**config.mk**
```make
export PLATFORM = sky130hd
export DESIGN_NAME = param_shift_reg
export DESIGN_NICKNAME = d
export VERILOG_FILES = /design/src/rtl/shift_reg_pkg.sv /design/src/rtl/param_shift_reg_sat_counter.sv /design/src/rtl/param_shift_reg.sv
export SDC_FILE = /design/constraint.sdc
export NUM_CORES = 1
export LEC_CHECK = 0
export ABC_AREA = 1
export BUFFER_PORTS_ARGS = -buffer_cell sky130_fd_sc_hd__buf_2
export CORE_AREA = 2 2 53 55
export CTS_CLUSTER_DIAMETER = 150
export DETAILED_ROUTE_END_ITERATION = 6
export DIE_AREA = 0 0 55 57
export PLACE_DENSITY_LB_ADDON = 0.05
export SKIP_LAST_GASP = 1
export SLEW_MARGIN = 25
export SYNTH_ARGS = -nofsm -noshare
export SYNTH_HDL_FRONTEND = slang
export SYNTH_SLANG_ARGS = --single-unit
```
**constraint.sdc**
```tcl
create_clock -name clk -period 1.5 [get_ports clk]
set_input_delay 0.225 -clock clk [delete_from_list [all_inputs] [get_ports clk]]
set_output_delay 0.225 -clock clk [all_outputs]
set_load 0.01 [all_outputs]
```
**src/rtl/shift_reg_pkg.sv**
```systemverilog
`default_nettype none
// ============================================================================
//  Module      : shift_reg_pkg
//  Description : Shared types and helpers for the universal shift register:
//                operation-select encoding and counter width helper.
//  Revision    : 1.0 - initial release
// ============================================================================
package shift_reg_pkg;

    // Operation select, encoded 0..7 in this exact order.
    typedef enum logic [2:0] {
        HOLD  = 3'd0,
        LOAD  = 3'd1,
        SHL   = 3'd2,
        SHR   = 3'd3,
        ROL   = 3'd4,
        ROR   = 3'd5,
        ASR   = 3'd6,
        CLEAR = 3'd7
    } shift_mode_t;

    // Bits needed to hold a count from 0 up to and including width.
    function automatic int cnt_width(input int width);
        return $clog2(width + 1);
    endfunction

    // True for the modes that move bits and therefore advance the shift count.
    function automatic logic is_shift_op(input shift_mode_t m);
        return (m == SHL) || (m == SHR) || (m == ROL) || (m == ROR) || (m == ASR);
    endfunction

endpackage
`default_nettype wire

```
**src/rtl/param_shift_reg_sat_counter.sv**
```systemverilog
`default_nettype none
// ============================================================================
//  Module      : sat_counter
//  Description : Up-counter from 0 to MAX that sticks at MAX. Synchronous
//                clear has priority over increment; asynchronous reset.
//  Revision    : 1.0 - initial release
// ============================================================================
module sat_counter
    import shift_reg_pkg::*;
#(
    parameter int MAX = 8
) (
    input  logic                      clk,
    input  logic                      reset,
    input  logic                      clr,
    input  logic                      inc,
    output logic [cnt_width(MAX)-1:0] count
);

    localparam int                 CNT_W   = cnt_width(MAX);
    localparam logic [CNT_W-1:0]   C_MAX   = CNT_W'(MAX);

    logic [CNT_W-1:0] r_count;
    logic             w_at_max;

    assign w_at_max = (r_count == C_MAX);

    // Count held at MAX once reached; clear wins over increment.
    always_ff @(posedge clk or posedge reset) begin
        if (reset) begin
            r_count <= '0;
        end else if (clr) begin
            r_count <= '0;
        end else if (inc && !w_at_max) begin
            r_count <= r_count + 1'b1;
        end
    end

    assign count = r_count;

endmodule
`default_nettype wire

```
**src/rtl/param_shift_reg.sv**
```systemverilog
`default_nettype none
// ============================================================================
//  Module      : param_shift_reg
//  Description : WIDTH-bit universal shift/storage register with parallel
//                load, logical shifts, rotates, arithmetic shift right,
//                clear and hold, plus a saturating shift counter and a
//                drained flag that rises after WIDTH shifts.
//  Revision    : 1.0 - initial release
// ============================================================================
module param_shift_reg
    import shift_reg_pkg::*;
#(
    parameter int               WIDTH     = 8,
    parameter logic [WIDTH-1:0] RESET_VAL = '0
) (
    input  logic                        clk,
    input  logic                        reset,
    input  logic                        en,
    input  shift_mode_t                 mode,
    input  logic [WIDTH-1:0]            d,
    input  logic                        sin_l,
    input  logic                        sin_r,
    output logic [WIDTH-1:0]            q,
    output logic                        sout_l,
    output logic                        sout_r,
    output logic [cnt_width(WIDTH)-1:0] shift_cnt,
    output logic                        drained
);

    localparam int               CNT_W     = cnt_width(WIDTH);
    localparam logic [CNT_W-1:0] C_CNT_MAX = CNT_W'(WIDTH);

    logic [WIDTH-1:0] r_q;
    logic [WIDTH-1:0] w_q_next;
    logic             w_cnt_clr;
    logic             w_cnt_inc;
    logic [CNT_W-1:0] w_cnt;

    // Next register value for each operation; HOLD and unknown keep q.
    always_comb begin
        w_q_next = r_q;
        case (mode)
            HOLD:    w_q_next = r_q;
            LOAD:    w_q_next = d;
            SHL:     w_q_next = {r_q[WIDTH-2:0], sin_r};
            SHR:     w_q_next = {sin_l, r_q[WIDTH-1:1]};
            ROL:     w_q_next = {r_q[WIDTH-2:0], r_q[WIDTH-1]};
            ROR:     w_q_next = {r_q[0], r_q[WIDTH-1:1]};
            ASR:     w_q_next = {r_q[WIDTH-1], r_q[WIDTH-1:1]};
            CLEAR:   w_q_next = '0;
            default: w_q_next = r_q;
        endcase
    end

    // Register contents update only on enabled edges; reset is immediate.
    always_ff @(posedge clk or posedge reset) begin
        if (reset) begin
            r_q <= RESET_VAL;
        end else if (en) begin
            r_q <= w_q_next;
        end
    end

    // LOAD and CLEAR restart the shift count; bit-moving modes advance it.
    assign w_cnt_clr = en && ((mode == LOAD) || (mode == CLEAR));
    assign w_cnt_inc = en && is_shift_op(mode);

    sat_counter #(
        .MAX   (WIDTH)
    ) u_shift_cnt (
        .clk   (clk),
        .reset (reset),
        .clr   (w_cnt_clr),
        .inc   (w_cnt_inc),
        .count (w_cnt)
    );

    assign q         = r_q;
    assign sout_l    = r_q[WIDTH-1];
    assign sout_r    = r_q[0];
    assign shift_cnt = w_cnt;
    assign drained   = (w_cnt == C_CNT_MAX);

endmodule
`default_nettype wire

```
==> results of run 1 <==
==> cell usage after synthesis (all sizes together) <==
cell type and number:
o211ai 1, inv 10, o21ai 1, xor2 3, nor2 25, ha 3
buf 4, a21oi 9, nand2 56, nand3 10, nand4 1, clkinv 1
dfrtp 12
==> state kept, by name (all words and copies together) (netlist names) <==
| register | cells |
|---|---|
| u_shift_cnt.count | 4 |
| q | 8 |
==> tightest hold or removal path, stage by stage <==
cell     delay (ns)
buf_2          0.08
nor2_1         0.03
nor2_1         0.09
nand2_1        0.05
nand2_1        0.05
==> stage by stage <==
step                power, uW  cell area (sq um)  setup slack (ns)  hold WS (ns)  utilization (%)
floorplan                 757                872            0.0895        0.0897                -
global placement          918               1050             0.132         0.271             40.2
detailed placement        919               1050             0.114         0.273             40.2
CTS                      1200               1100           0.00215         0.267             42.0
global route             1420               1150           -0.0167         0.267             44.0
finish                   1290               1150            0.0566         0.275             44.0
==> how the worst max path moves through the flow <==
stage / from / to / depth (start not counted)
2_1_floorplan: u_shift_cnt.count[0] / u_shift_cnt.count[0] / 8
3_3_place_gp: mode[1] / u_shift_cnt.count[2] / 9
3_5_place_dp: mode[1] / u_shift_cnt.count[3] / 9
4_1_cts: u_shift_cnt.count[0] / drained / 5
5_1_grt: u_shift_cnt.count[0] / drained / 5
6_report: u_shift_cnt.count[0] / drained / 5
==> per-layer routing <==
layer	wire length, um	part of all wire (%)	vias to the layer above
li1	-	-	498
met1	1070	49	404
met2	959	44	33
met3	146	6.7	2
met4	10	0.46	0
met5	0	0	-
==> report_power, final <==
group / switching [uW] / internal, uW
combinational: 280 / 253
sequential: 94.1 / 399
clock: 120 / 148
total: 494 / 799
==> cells in the final DEF, fill, tap and decap left out <==
cell	netlist	layout
clkinv_1	1	1
dfrtp_2	0	1
nor2_1	25	24
dfrtp_1	12	11
clkbuf_8	0	1
buf_6	1	1
o211ai_1	1	1
a21oi_1	8	8
inv_2	2	4
ha_4	0	1
inv_1	8	6
dlygate4sd3_1	0	1
buf_4	2	6
nand4_1	1	1
clkbuf_4	0	3
xor2_1	3	3
ha_1	3	2
nor2_4	0	1
nand3_1	10	10
buf_2	1	29
o21ai_2	1	1
a21oi_2	1	1
nand2_2	4	5
nand2_1	52	51
==> cell families after synthesis <==
logic type | count (synthesis) | share of synthesized area (%)
adder cells (fa/ha/maj) | 3 | 4.30
AO/OA/AOI/OAI | 11 | 7.46
buffers and inverters | 15 | 8.32
flip-flops | 12 | 34.4
AND/OR/NAND/NOR | 92 | 42.5
XOR/XNOR | 3 | 3.01
==> layout make-up <==
cell class                      instances  share of cell area, %
Multi-Input combinational cell        109                   45.3
Sequential cell                        12                   26.2
Timing Repair Buffer                   37                   18.4
Inverter                               11                   3.59
Tap cell                               31                   3.37
Clock buffer                            4                   3.15
==> timing repair <==
action	4_1_cts	5_1_grt
hold endpoints to repair	12	0
endpoints found under the setup margin	0	5
hold buffers	1	0
setup buffers	0	3
resized for setup	0	9
==> results.sh, run 1 <==
export IMPL_rows=19
export IMPL_clock_sinks=12
export IMPL_critPathMaxFanout=4
export IMPL_finalNetCount=193
export IMPL_r2r_end="u_shift_cnt.count[3]"
export IMPL_grt_pass1_wl_mm=3.82
export IMPL_met3_usage_pct=5.76
export IMPL_syn_area_sq_um=872
export IMPL_coreArea_sq_um=2620
export IMPL_hold_path_class="in -> reg"
export IMPL_crit_path_end_kind="output port"
export IMPL_slew_viol_final=0
export IMPL_drive_gt1_share_pct=31.2
export IMPL_syn_to_final_growth_pct=32.0
export IMPL_root_buffer="clkbuf_4"
export IMPL_cts_tree="built"
export IMPL_diodes=0
export IMPL_grt_antenna_before_repair=0
export IMPL_gp_congestion=0.804
export IMPL_setup_viol_count_final=0
export IMPL_min_from="d[4]"
export IMPL_clock_skew_ns=0.00633
export IMPL_path_buf_inv=2
export IMPL_io_pins=31
export IMPL_slowest_stage="dfrtp_2"
export IMPL_yosys_warnings=0
export IMPL_post_place_cells=196
export IMPL_start_util_pct=33.3
export IMPL_slew_headroom_pct=67.3
export IMPL_crit_chain="inv_2 > ha_4 > nand2_2 > nor2_4 > buf_6"
export IMPL_p_leak_uw=0.000680
export IMPL_io_buffer_count=30
export IMPL_worstSetupStartpointType="flop"
export IMPL_postSynthCellCount=136
export IMPL_finalCriticalPeriod_ns=1.44
export IMPL_cts_buffers=3
export IMPL_power_density_nw_per_um2=1120
export IMPL_grt_pass1_vias=849
export IMPL_wl_per_cell_um=10.7
export IMPL_worst_skew_pair_late_latency_ns=0.28
export IMPL_fin_crit_sh_pct=96.2
export IMPL_ant_nets=0
export IMPL_yosysUniqueCellTypes=18
export IMPL_seqCellArea_sq_um=302
export IMPL_drt_vias_per_instance=4.59
export IMPL_worst_r2r_startpoint="u_shift_cnt.count[0]"
export IMPL_initialDrtViolationCount=16
export IMPL_hold_viol=0
export IMPL_syn_num_nets=155
export IMPL_grt_max_degree=15
export IMPL_stdcell_count=204
export IMPL_firstDrtPassIters=4
export IMPL_ys_top_cells_by_area="dfrtp_1 (34%), nand2_1 (22%), nor2_1 (11%)"
export IMPL_r2r_slack_ns=0.13
export IMPL_gr_usage_met1_pct=23.8
export IMPL_worstHoldPathCells=5
export IMPL_dieArea_sq_um=3140
export IMPL_die_y_um=57
export IMPL_fillers=301
export IMPL_yosys_area_top_type_share_pct=34.4
export IMPL_synth_seq_cells=12
export IMPL_use_met2_pct=24.1
export IMPL_ys_seq_area_share_pct=34.4
export IMPL_grt_util_all_layers_pct=16.6
export IMPL_multi_input_area_sq_um=522
export IMPL_slowest_delay_ns=0.44
export IMPL_synth_avg_cell_area_sq_um=6.41
export IMPL_tightest_slew_ns=0.490
export IMPL_cts_max_path_buffers=2
export IMPL_path_clk_slew_ns=0.09
export IMPL_grt_overflow_total=0
export IMPL_dpl_hpwl_mm=1.64
export IMPL_netlist_top_cell_by_area="dfrtp_1"
export IMPL_num_vias=937
export IMPL_routed_wl_mm=2.19
export IMPL_vdd_drop_max_uv=534
export IMPL_cp_arrival_ns=1.22
export IMPL_status="completed"
export IMPL_max_clock_freq_mhz=693
export IMPL_setup_worst_path_class="reg -> out"
export IMPL_cp_top_family="flip-flops"
export IMPL_max_cap_violations=0
export IMPL_busiest_layer="met2"
export IMPL_drc=0
export IMPL_critPathRequiredTime_ns=1.27
export IMPL_tns_ns=0
export IMPL_die_w_um=55
export IMPL_reg2reg_depth=9
export IMPL_htree_levels=1
export IMPL_holdPathEnd="q[4]"
Power figures use the tool's default switching activity.
==> run 2, diff against run 1 <==
- CORE_AREA: 2 2 53 55 -> 2 2 48 46
- DIE_AREA: 0 0 55 57 -> 0 0 50 48
==> results.sh, run 2 (synthesis results as in run 1) <==
export IMPL_status="completed"
export IMPL_p_clk_share_pct=16.6
export IMPL_setup_viol_count_final=0
export IMPL_fillers=191
export IMPL_min_from="d[1]"
export IMPL_grt_antenna_before_repair=0
export IMPL_ant_nets=0
export IMPL_cts_tree="built"
export IMPL_reg2reg_depth=9
export IMPL_dp_slack_ns=0.121
export IMPL_finalNetCount=192
export IMPL_critPathRequiredTime_ns=1.27
export IMPL_cp_arrival_ns=1.24
export IMPL_worstSetupStartpointType="flop"
export IMPL_r2r_end="u_shift_cnt.count[2]"
export IMPL_grt_overflow_total=0
export IMPL_max_clock_freq_mhz=681
export IMPL_drt_vias_per_instance=4.89
export IMPL_gp_congestion=0.802
export IMPL_post_place_cells=190
export IMPL_start_util_pct=46.9
export IMPL_coreArea_sq_um=1860
export IMPL_tns_ns=0
export IMPL_worstHoldPathCells=5
export IMPL_io_pins=31
export IMPL_syn_to_final_growth_pct=27.4
export IMPL_firstDrtPassIters=4
export IMPL_critPathMaxFanout=5
export IMPL_p_int_uw=734
export IMPL_die_y_um=48
export IMPL_crit_path_end_kind="output port"
export IMPL_clock_skew_ns=0.00186
export IMPL_path_clk_slew_ns=0.08
export IMPL_setup_worst_path_class="reg -> out"
export IMPL_top_layer_used="met4"
export IMPL_largest_reg_flops=8
export IMPL_slew_viol_final=0
export IMPL_r2r_slack_ns=0.09
export IMPL_max_cap_violations=0
export IMPL_tightest_slew_ns=0.523
export IMPL_wl_per_cell_um=11.7
export IMPL_whs_ns=0.276
export IMPL_rows=15
export IMPL_holdPathEnd="q[1]"
export IMPL_worst_r2r_startpoint="u_shift_cnt.count[1]"
export IMPL_wl_met2_mm=1.05
export IMPL_grt_pass1_vias=706
export IMPL_dieArea_sq_um=2400
export IMPL_vdd_drop_max_uv=868
export IMPL_switching_share_pct=40.2
export IMPL_grt_setup_unrepaired="yes"
export IMPL_diodes=0
export IMPL_power_frac_comb_pct=43.4
export IMPL_worst_slack_ns=0.0322
export IMPL_p_leak_uw=0.000667
export IMPL_hold_viol=0
export IMPL_routed_wl_mm=2.30
export IMPL_slew_headroom_pct=65.1
export IMPL_finalCriticalPeriod_ns=1.47
export IMPL_root_buffer="clkbuf_4"
export IMPL_dpl_hpwl_mm=1.57
export IMPL_drive_gt1_share_pct=30.4
export IMPL_fin_crit_sh_pct=97.9
export IMPL_clock_sinks=12
export IMPL_grt_max_degree=15
export IMPL_power_switching_uw=493
export IMPL_initialDrtViolationCount=21
export IMPL_hold_path_class="in -> reg"
export IMPL_drc=0
export IMPL_die_w_um=50
export IMPL_htree_levels=1
export IMPL_seq_power_share_pct=40.0
export IMPL_final_common_cell="nand2_1"
export IMPL_stdcell_count=196
export IMPL_cts_max_path_buffers=2
export IMPL_wl_met3_um=120
export IMPL_grt_pass1_wl_mm=3.10
export IMPL_num_vias=958
export IMPL_worst_skew_pair_late_latency_ns=0.27
export IMPL_cts_buffers=3
export IMPL_io_buffer_count=30
export IMPL_grt_util_all_layers_pct=17.7
export IMPL_power_density_nw_per_um2=1100
export IMPL_final_cell_mix="nand2_1 (51), buf_2 (30), nor2_1 (24), dfrtp_1 (11), nand3_1 (10)"
export IMPL_wl_met1_mm=1.11
[run 2: cell types whose count changed in the layout (fill, tap and decap cells not counted)]
cell      before  now
buf_4          6    5
clkbuf_8       1    0
nor2_2         0    1
buf_2         29   30
nor2_4         1    0
buf_6          1    0
[run 2: timing repair]
action / 4_1_cts / 5_1_grt
hold endpoints to repair: 12 / 0
hold buffers: 1 / 0
endpoints found under the setup margin: 0 / 4
buffers inserted: 0 / 2
gates resized for setup: 0 / 7
[run 2: per-layer routing]
layer,global-route usage [%],vias to the layer above
li1,-,494
met1,26.5,436
met2,23.9,26
met3,3.75,2
met4,8.33,0
met5,0,-
[run 2: cell type report]
cell class                      count  area [sq um]  area share [%]
Multi-Input combinational cell    109           517            46.5
Clock buffer                        3          22.5            2.03
Timing Repair Buffer               36           198            17.8
Tap cell                           25          31.3            2.82
Inverter                           11          41.3            3.72
Sequential cell                    12           302            27.1
[run 2: worst max path at each step]
stage                          from              endpoint  slack (ns)  cells after the start
2_1_floorplan  u_shift_cnt.count[0]  u_shift_cnt.count[0]        0.09                      8
3_3_place_gp                mode[1]  u_shift_cnt.count[2]        0.13                      9
3_5_place_dp                mode[1]  u_shift_cnt.count[0]        0.12                      8
4_1_cts        u_shift_cnt.count[0]               drained        0.05                      5
5_1_grt        u_shift_cnt.count[1]               drained       -0.04                      5
6_report       u_shift_cnt.count[1]               drained        0.03                      5
[run 2: critical path: stages (launching register included)]
cell and delay [ns]:
dfrtp_1 0.43, inv_2 0.10, ha_4 0.14, nand2_2 0.05, nor2_2 0.11, buf_2 0.13
[run 2: per-stage QoR]
stage | total power (uW) | instance area, sq um | utilization (%)
2_1_floorplan | 757 | 872 | -
3_3_place_gp | 906 | 1040 | 56.2
3_5_place_dp | 914 | 1040 | 56.2
4_1_cts | 1120 | 1080 | 58.0
5_1_grt | 1320 | 1110 | 59.8
6_report | 1230 | 1110 | 59.8
[run 2: power groups by stage]
stage | combinational (uW) | clock [uW] | sequential (uW)
floorplan | 243 | 0 | 514
global placement | 418 | 0 | 488
detailed placement | 424 | 0 | 489
CTS | 428 | 213 | 483
global route | 582 | 229 | 506
finish | 533 | 204 | 491
==> run 3, diff against run 2 <==
- PLACE_DENSITY: not set -> 0.75
- PLACE_DENSITY_LB_ADDON: 0.05 -> not set
==> results.sh, run 3 (synthesis results as in run 1) <==
export IMPL_drc=0
export IMPL_initialDrtViolationCount=37
export IMPL_cp_arrival_ns=1.21
export IMPL_cts_max_path_buffers=2
export IMPL_post_place_cells=189
export IMPL_worstSetupStartpointType="flop"
export IMPL_io_pins=31
export IMPL_r2r_end="u_shift_cnt.count[2]"
export IMPL_dpl_hpwl_mm=1.60
export IMPL_num_vias=983
export IMPL_grt_util_all_layers_pct=18.7
export IMPL_routed_wl_mm=2.21
export IMPL_final_common_cell="nand2_1"
export IMPL_die_y_um=48
export IMPL_diodes=0
export IMPL_grt_antenna_before_repair=0
export IMPL_dieArea_sq_um=2400
export IMPL_slowest_delay_ns=0.43
export IMPL_clock_skew_ns=0.000888
export IMPL_coreArea_sq_um=1860
export IMPL_crit_chain="inv_2 > ha_4 > nand2_2 > nor2_2 > buf_2"
export IMPL_wl_per_cell_um=11.2
export IMPL_setup_worst_path_class="reg -> out"
export IMPL_vdd_drop_max_uv=875
export IMPL_drive_gt1_share_pct=31.8
export IMPL_slew_headroom_pct=66.3
export IMPL_dp_slack_ns=0.120
export IMPL_grt_max_degree=15
export IMPL_root_buffer="clkbuf_4"
export IMPL_hold_path_class="in -> reg"
export IMPL_slew_viol_final=0
export IMPL_fillers=172
export IMPL_max_cap_violations=0
export IMPL_min_from="d[2]"
export IMPL_hold_viol=0
export IMPL_grt_pass1_vias=815
export IMPL_syn_to_final_growth_pct=30.1
export IMPL_largest_reg_flops=8
export IMPL_gp_congestion=0.826
export IMPL_final_cell_mix="nand2_1 (50), buf_2 (30), nor2_1 (24), dfrtp_1 (11), nand3_1 (10)"
export IMPL_status="completed"
export IMPL_start_util_pct=46.9
export IMPL_power_density_nw_per_um2=1160
export IMPL_p_leak_uw=0.000679
export IMPL_critPathMaxFanout=3
export IMPL_fin_crit_sh_pct=95.7
export IMPL_grt_overflow_total=0
export IMPL_max_clock_freq_mhz=696
export IMPL_rows=15
export IMPL_stdcell_count=198
export IMPL_firstDrtPassIters=5
export IMPL_slowest_stage="dfrtp_2"
export IMPL_worstHoldPathCells=5
export IMPL_worst_slack_ns=0.0638
export IMPL_critPathRequiredTime_ns=1.27
export IMPL_tightest_slew_ns=0.504
export IMPL_drt_vias_per_instance=4.96
export IMPL_worst_r2r_startpoint="u_shift_cnt.count[0]"
export IMPL_htree_levels=1
export IMPL_setup_viol_count_final=0
export IMPL_holdPathEnd="q[2]"
export IMPL_r2r_slack_ns=0.19
export IMPL_die_w_um=50
export IMPL_clock_sinks=12
export IMPL_finalNetCount=193
export IMPL_path_clk_slew_ns=0.08
export IMPL_reg2reg_depth=6
export IMPL_crit_path_end_kind="output port"
export IMPL_worst_skew_pair_late_latency_ns=0.27
export IMPL_ant_nets=0
export IMPL_grt_pass1_wl_mm=3.40
export IMPL_finalCriticalPeriod_ns=1.44
export IMPL_cts_tree="built"
export IMPL_cts_buffers=3
export IMPL_io_buffer_count=30
## run 3: changes by cell type in the layout (fill, tap and decap cells not counted), sizes merged
cell	delta
clkbuf	+1
buf	+1
## run 3: worst max-delay path by stage
stage | cells after the start | startpoint | slack (ns) | endpoint
2_1_floorplan | 8 | u_shift_cnt.count[0] | 0.09 | u_shift_cnt.count[0]
3_3_place_gp | 9 | mode[1] | 0.12 | u_shift_cnt.count[2]
3_5_place_dp | 9 | mode[1] | 0.12 | u_shift_cnt.count[2]
4_1_cts | 5 | u_shift_cnt.count[0] | 0.05 | drained
5_1_grt | 5 | u_shift_cnt.count[1] | -0.02 | drained
6_report | 5 | u_shift_cnt.count[0] | 0.06 | drained
## run 3: final cells by class
type | count | area, sq um | area share [%]
multi-input cells | 109 | 519 | 45.8
inverters | 11 | 41.3 | 3.64
clock buffers | 4 | 36.3 | 3.20
repair buffers | 37 | 205 | 18.1
flip-flops and latches | 12 | 302 | 26.6
well taps | 25 | 31.3 | 2.76
## run 3: worst max-delay path, delay by kind of cell (launching register included)
family,cells,cell delay [ns]
adder cells (fa/ha/maj),1,0.13
flip-flops,1,0.43
AND/OR/NAND/NOR,2,0.16
buffers and inverters,2,0.22
## run 3: routing by layer
layer	share of wire, %	global-route usage (%)	vias to the layer above
met5	0	0	-
li1	-	-	498
met1	48	26.5	438
met3	7.1	3.44	2
met4	0.36	5.00	0
met2	45	29.5	45
## run 3: timing repair
action	CTS	global route
resized for setup	0	8
hold buffers	1	0
endpoints found under the setup margin	0	5
endpoints found under the hold margin	12	0
setup buffers	0	4
## run 3: where the power goes
part           total [uW]  internal (uW)  switching [uW]  leakage, uW
registers             485            399            86.7     0.000154
clock network         267            147             120    0.0000210
logic                 566            263             304     0.000504
total                1320            809             510     0.000679
## run 3: through the flow
step | cell area (sq um) | TNS, ns | utilization [%] | hold WS (ns) | total power [uW]
3_5_place_dp | 1040 | 0 | 55.8 | 0.276 | 914
5_1_grt | 1130 | -0.0245 | 61.1 | 0.298 | 1420
4_1_cts | 1080 | 0 | 58.3 | 0.278 | 1180
2_1_floorplan | 872 | 0 | - | 0.0897 | 757
3_3_place_gp | 1040 | 0 | 55.8 | 0.274 | 902
6_report | 1130 | 0 | 61.1 | 0.277 | 1320
